<file path="config.mk">
export PLATFORM = sky130hd
export DESIGN_NAME = servo_pwm_slew
export DESIGN_NICKNAME = d
export VERILOG_FILES = /design/src/rtl/servo_pwm_slew.sv
export SDC_FILE = /design/constraint.sdc
export NUM_CORES = 1
export LEC_CHECK = 0
export ABC_AREA = 1
export BUFFER_PORTS_ARGS = -buffer_cell sky130_fd_sc_hd__buf_2
export CORE_MARGIN = 1.5
export CORE_UTILIZATION = 50
export DETAILED_ROUTE_END_ITERATION = 7
export GPL_TIMING_DRIVEN = 1
export MAX_ROUTING_LAYER = met4
export PLACE_DENSITY_LB_ADDON = 0.05
export SYNTH_ARGS = -nofsm -noshare
export SYNTH_HDL_FRONTEND = slang
export SYNTH_SLANG_ARGS = --single-unit
</file>
<file path="constraint.sdc">
create_clock -name clk_in -period 3.2 [get_ports clk_in]
set_input_delay 0.64 -clock clk_in [delete_from_list [all_inputs] [get_ports clk_in]]
set_output_delay 0.64 -clock clk_in [all_outputs]
set_load 0.005 [all_outputs]
</file>
<file path="src/rtl/servo_pwm_slew.sv">
// rtl/servo_pwm_slew.sv - servo pulse generator with clamped, rate-limited width
// Width changes land only on period ticks so every pulse carries a single width.
module servo_pwm_slew #(
  parameter int WIDTH       = 21,
  parameter int MIN_PULSE   = 50000,
  parameter int MAX_PULSE   = 100000,
  parameter int RESET_PULSE = 75000,
  parameter int STEP        = 500
) (
  input  logic             clk_in,
  input  logic             rst_in,
  input  logic [WIDTH-1:0] count_in,
  input  logic             period_tick_in,
  input  logic             target_valid_in,
  input  logic [WIDTH-1:0] target_in,
  output logic             pwm_out,
  output logic [WIDTH-1:0] width_out,
  output logic             at_target_out
);

  localparam logic [WIDTH-1:0] MIN_W   = WIDTH'(MIN_PULSE);
  localparam logic [WIDTH-1:0] MAX_W   = WIDTH'(MAX_PULSE);
  localparam logic [WIDTH-1:0] RESET_W = WIDTH'(RESET_PULSE);
  localparam logic [WIDTH-1:0] STEP_W  = WIDTH'(STEP);
  localparam logic [WIDTH:0]   STEP_X  = (WIDTH+1)'(STEP);

  logic [WIDTH-1:0] target_q, target_d;
  logic [WIDTH-1:0] active_q, active_d;
  logic             pwm_q, pwm_d;
  logic             at_target_q, at_target_d;

  logic [WIDTH-1:0] target_clamped;
  logic [WIDTH:0]   diff_up, diff_dn;

  always_comb begin
    target_clamped = target_in;
    if (target_in < MIN_W) begin
      target_clamped = MIN_W;
    end else if (target_in > MAX_W) begin
      target_clamped = MAX_W;
    end
    target_d = target_valid_in ? target_clamped : target_q;
  end

  // The step always uses the target held before this edge; a capture on a
  // tick cycle only influences the following tick.
  always_comb begin
    diff_up  = {1'b0, target_q} - {1'b0, active_q};
    diff_dn  = {1'b0, active_q} - {1'b0, target_q};
    active_d = active_q;
    if (period_tick_in) begin
      if (target_q > active_q) begin
        active_d = (diff_up <= STEP_X) ? target_q : active_q + STEP_W;
      end else if (target_q < active_q) begin
        active_d = (diff_dn <= STEP_X) ? target_q : active_q - STEP_W;
      end
    end
  end

  // Compare against the width in force before the edge; count 0 is high for
  // any legal width, so the boundary cycle never mixes two widths.
  always_comb begin
    pwm_d       = (count_in < active_q);
    at_target_d = (active_d == target_d);
  end

  always_ff @(posedge clk_in) begin
    if (rst_in) begin
      target_q    <= RESET_W;
      active_q    <= RESET_W;
      pwm_q       <= 1'b0;
      at_target_q <= 1'b1;
    end else begin
      target_q    <= target_d;
      active_q    <= active_d;
      pwm_q       <= pwm_d;
      at_target_q <= at_target_d;
    end
  end

  assign pwm_out       = pwm_q;
  assign width_out     = active_q;
  assign at_target_out = at_target_q;

endmodule

</file>
==> flow_metrics.py <==
metrics = {
    "setup_path": {
        "worstPathArrival_ns": 3.54,
        "crit_slowest_cell": "dfxtp_1",
        "critPathMaxFanout": 8,
        "crit_top_cell": "nand2_1",
        "rrSetupSlack_ns": -0.09,
        "crit_required_ns": 3.45,
        "crit_path_max_incr_delay_ns": 0.36,
        "reg2reg_from": "width_out[12]",
        "worstSetupPathType": "reg2reg",
        "start_kind": "flop",
        "r2r_cells": 24,
        "r2r-end": "at_target_out",
        "crit_chain": "inv_1, ha_4, nand2_2, inv_2, nand2_2, nor3_2, nand2_1, nand2_1, nor2_1, nor3_4, nand3_2, nor2_4, buf_12, clkbuf_16, nand2_1, nand3_1, nand3_2, nand3_1, nand2_1, nor2_2, nand2_1, nor2_1, nand3_1, nand2_1",
        "end_kind": "flop",
    },
    "floorplan": {
        "core_area_um2": 14500,
        "die_width_um": 125,
        "die_h_um": 125,
        "start_util_pct": 51.0,
        "die_area_um2": 15500,
        "io_pins": 69,
        "fp-row-count": 44,
    },
    "power": {
        "switching_share_pct": 55.9,
        "p_seq_share_pct": 6.4,
        "total_power_mw": 12.6,
        "p_leak_nw": 5.61,
        "internal-power_mw": 5.55,
        "ir_drop_mv": 0.586,
        "powerDensity_nw_per_um2": 1230,
        "p_sw_mw": 7.03,
        "p_clk_share_pct": 4.5,
        "comb_power_share_pct": 89.1,
    },
    "global_routing": {
        "grt_use_total_pct": 38.5,
        "antenna_found_initial": 0,
        "grt_overflow": 0,
        "grt_pass1_wl_um": 46100,
        "grt_pass1_vias": 8883,
        "grt_start_max_net_pins": 27,
    },
    "clocking": {
        "cts_sinks": 44,
        "clockRootBuffer": "clkbuf_16",
        "clkTransAtPathRegs_ns": 0.07,
        "cts_hold_buf": 0,
        "ctsLongestPathBuffers": 2,
        "cts_tree": "done",
        "clkLatencyLatePin_ns": 0.30,
        "numCtsBuffers": 5,
        "h-tree-depth": 2,
    },
    "route": {
        "vias": 9511,
        "ant_nets": 0,
        "wirelength_um": 30100,
        "first_iter_violations": 923,
        "wire_per_inst_um": 16.9,
        "viasPerCell": 5.34,
        "drc": 0,
        "dr.pass1.iters": 5,
    },
    "sta": {
        "period_minus_slack_ns": 3.29,
        "drv_slew": 0,
        "final.setup.worst_slack_ns": -0.0913,
        "fmax_mhz": 304,
        "relSlewSlack_pct": 68.7,
        "setup_viol": 1,
        "hold_viol": 0,
        "post-route-period-util_pct": 103,
        "tightest_slew_ns": 0.466,
        "rsz0062_at_grt": "yes",
        "clock_skew_ns": 0.00390,
    },
    "logic_synthesis": {
        "synthCells": 1364,
        "synth-seq-cells": 44,
        "avgSynthCellArea_um2": 5.41,
        "yosysTopAreaCell": "nand2_1",
        "synth.area.top_cells": "nand2_1 26%, dfxtp_1 12%, ha_1 11%, inv_1 10%, nand3_1 10%",
        "synth_warnings": 0,
        "synth_top_area_share_pct": 25.8,
        "seq_area_frac_synth_pct": 11.9,
        "netlist_area_um2": 7380,
        "syn_nets": 1474,
        "yosysUniqueCellTypes": 39,
    },
    "worst_hold_path": {
        "holdCritStartpoint": "target_in[3]",
        "hp-class": "in2reg",
        "holdPathEnd": "target_q[3]",
        "whs_path_depth": 3,
    },
    "flow_run": {
        "cap_violations": 0,
    },
    "layout": {
        "drive_above_1_share_pct": 29.5,
        "diodes": 0,
        "fillers": 1321,
        "utilization_pct": 70.6,
        "fin_nets": 1707,
        "multi_input_area_um2": 6150,
        "syn2layout_area_growth_pct": 38.4,
        "fin_cells": 1782,
        "final_area_um2": 10200,
        "seqCellArea_um2": 923,
    },
    "placement": {
        "place.gp.congestion": 1.03,
        "buffer_ports.inserted": 68,
        "dp_hpwl_um": 23500,
        "dp.cells": 1758,
        "placed_area_um2": 9200,
    },
    "status": {
        "status": "finished with violations",
        "violations": "setup timing",
    },
}
## registers in the layout, indices dropped and copies added (netlist names)
register and cells:
target_q 21, width_out 21, at_target_out 1, pwm_out 1
## through the flow
stage / hold WS, ns / TNS (ns) / setup WS, ns
final: 0.623 / -0.0913 / -0.0913
after CTS: 0.608 / 0 / 0.000537
after floorplan: 0.497 / 0 / 0.0210
after global placement: 0.639 / -0.178 / -0.178
after detailed placement: 0.659 / -0.180 / -0.180
after global routing: 0.649 / -0.282 / -0.246
## metal layers
metal | GRT usage (%) | wire (um)
met5 | - | 0
met1 | 50.3 | 12900
met2 | 61.3 | 13600
met4 | 14.8 | 1150
met3 | 3.95 | 2410
## final cells by class
type                       instances  area share [%]
clock inverter                     1          0.0735
tap                              184            2.25
clock buffer                       7            1.40
inverter                         210            7.76
timing repair buffer             259            19.3
sequential                        44            9.04
multi-input combinational       1077            60.2
## worst max path at each step
| stage | startpoint | to | slack [ns] | cells after the start |
|---|---|---|---|---|
| after floorplan | width_out[5] | at_target_out | 0.02 | 29 |
| after global placement | width_out[14] | at_target_out | -0.18 | 28 |
| after detailed placement | width_out[9] | at_target_out | -0.18 | 28 |
| after CTS | width_out[5] | at_target_out | 0.0005 | 26 |
| after global routing | width_out[15] | at_target_out | -0.25 | 25 |
| final | width_out[12] | at_target_out | -0.09 | 24 |
## what timing repair did
action / 4_1_cts / 5_1_grt
pin swaps: 11 / 36
gates cloned: 1 / 2
gates resized for setup: 69 / 113
buffers inserted: 4 / 9
endpoints found under the setup margin: 1 / 11
hold endpoints to repair: 0 / 0
## cells in the final DEF (no fill, tap or decap), drive strengths merged, types with 4 or more instances in the layout
master / synthesis / layout
ha: 64 / 64
nand3: 169 / 169
a22oi: 7 / 7
clkbuf: 19 / 9
xor2: 34 / 34
nor2: 140 / 140
a31oi: 4 / 4
nor3: 13 / 13
inv: 203 / 206
nand3b: 6 / 6
nand4: 27 / 27
clkinv: 7 / 4
a21oi: 46 / 46
dfxtp: 44 / 44
o21ai: 23 / 23
nand2: 525 / 526
buf: 15 / 257
o21bai: 4 / 4
## synthesized netlist by cell type
| cell type | n |
|---|---|
| a21boi_0 | 1 |
| xor2_1 | 34 |
| buf_2 | 11 |
| a22oi_1 | 7 |
| a31oi_1 | 4 |
| nand4_1 | 27 |
| nor4_1 | 2 |
| o21a_1 | 3 |
| buf_6 | 3 |
| buf_4 | 1 |
| nand3b_1 | 6 |
| nand3_1 | 149 |
| nor2_1 | 123 |
| a21o_1 | 2 |
| o21ai_1 | 2 |
| nor3_2 | 2 |
| inv_2 | 4 |
| dfxtp_1 | 44 |
| o21ai_0 | 21 |
| clkinv_1 | 6 |
| a32oi_1 | 2 |
| nor2_8 | 2 |
| nand3_2 | 20 |
| a21oi_1 | 46 |
| o21bai_1 | 4 |
| ha_1 | 64 |
| nand2_1 | 507 |
| clkbuf_1 | 19 |
| nor3_1 | 11 |
| nand2_2 | 15 |
| inv_1 | 199 |
| nand2_4 | 3 |
| o211ai_1 | 1 |
| o211ai_2 | 1 |
| nor2_4 | 5 |
| and3_1 | 1 |
| clkinv_2 | 1 |
| or2_2 | 1 |
| nor2_2 | 10 |
## worst max-delay path, delay by kind of cell, from the launching register on
| family | cells | cell delay (ns) |
|---|---|---|
| and+or+nand+nor | 19 | 2.07 |
| adders and majority gates | 1 | 0.32 |
| DFF | 1 | 0.36 |
| buffers and inverters | 4 | 0.48 |
## kinds of logic after synthesis
kind of cell	share of synthesized area (%)
xor+xnor	4.03
simple gates	53.0
compound gates	7.25
buf+inv	13.0
fa+ha+maj	10.8
flops	11.9
## power by group through the flow
stage / clock network, mW / logic, mW / registers (mW)
2_1_floorplan: 0 / 6.10 / 0.853
3_3_place_gp: 0 / 9.80 / 0.770
3_5_place_dp: 0 / 9.85 / 0.776
4_1_cts: 0.563 / 10.3 / 0.775
5_1_grt: 0.585 / 12.3 / 0.815
6_report: 0.566 / 11.2 / 0.801
No activity file was read; power rests on OpenSTA's default activity.
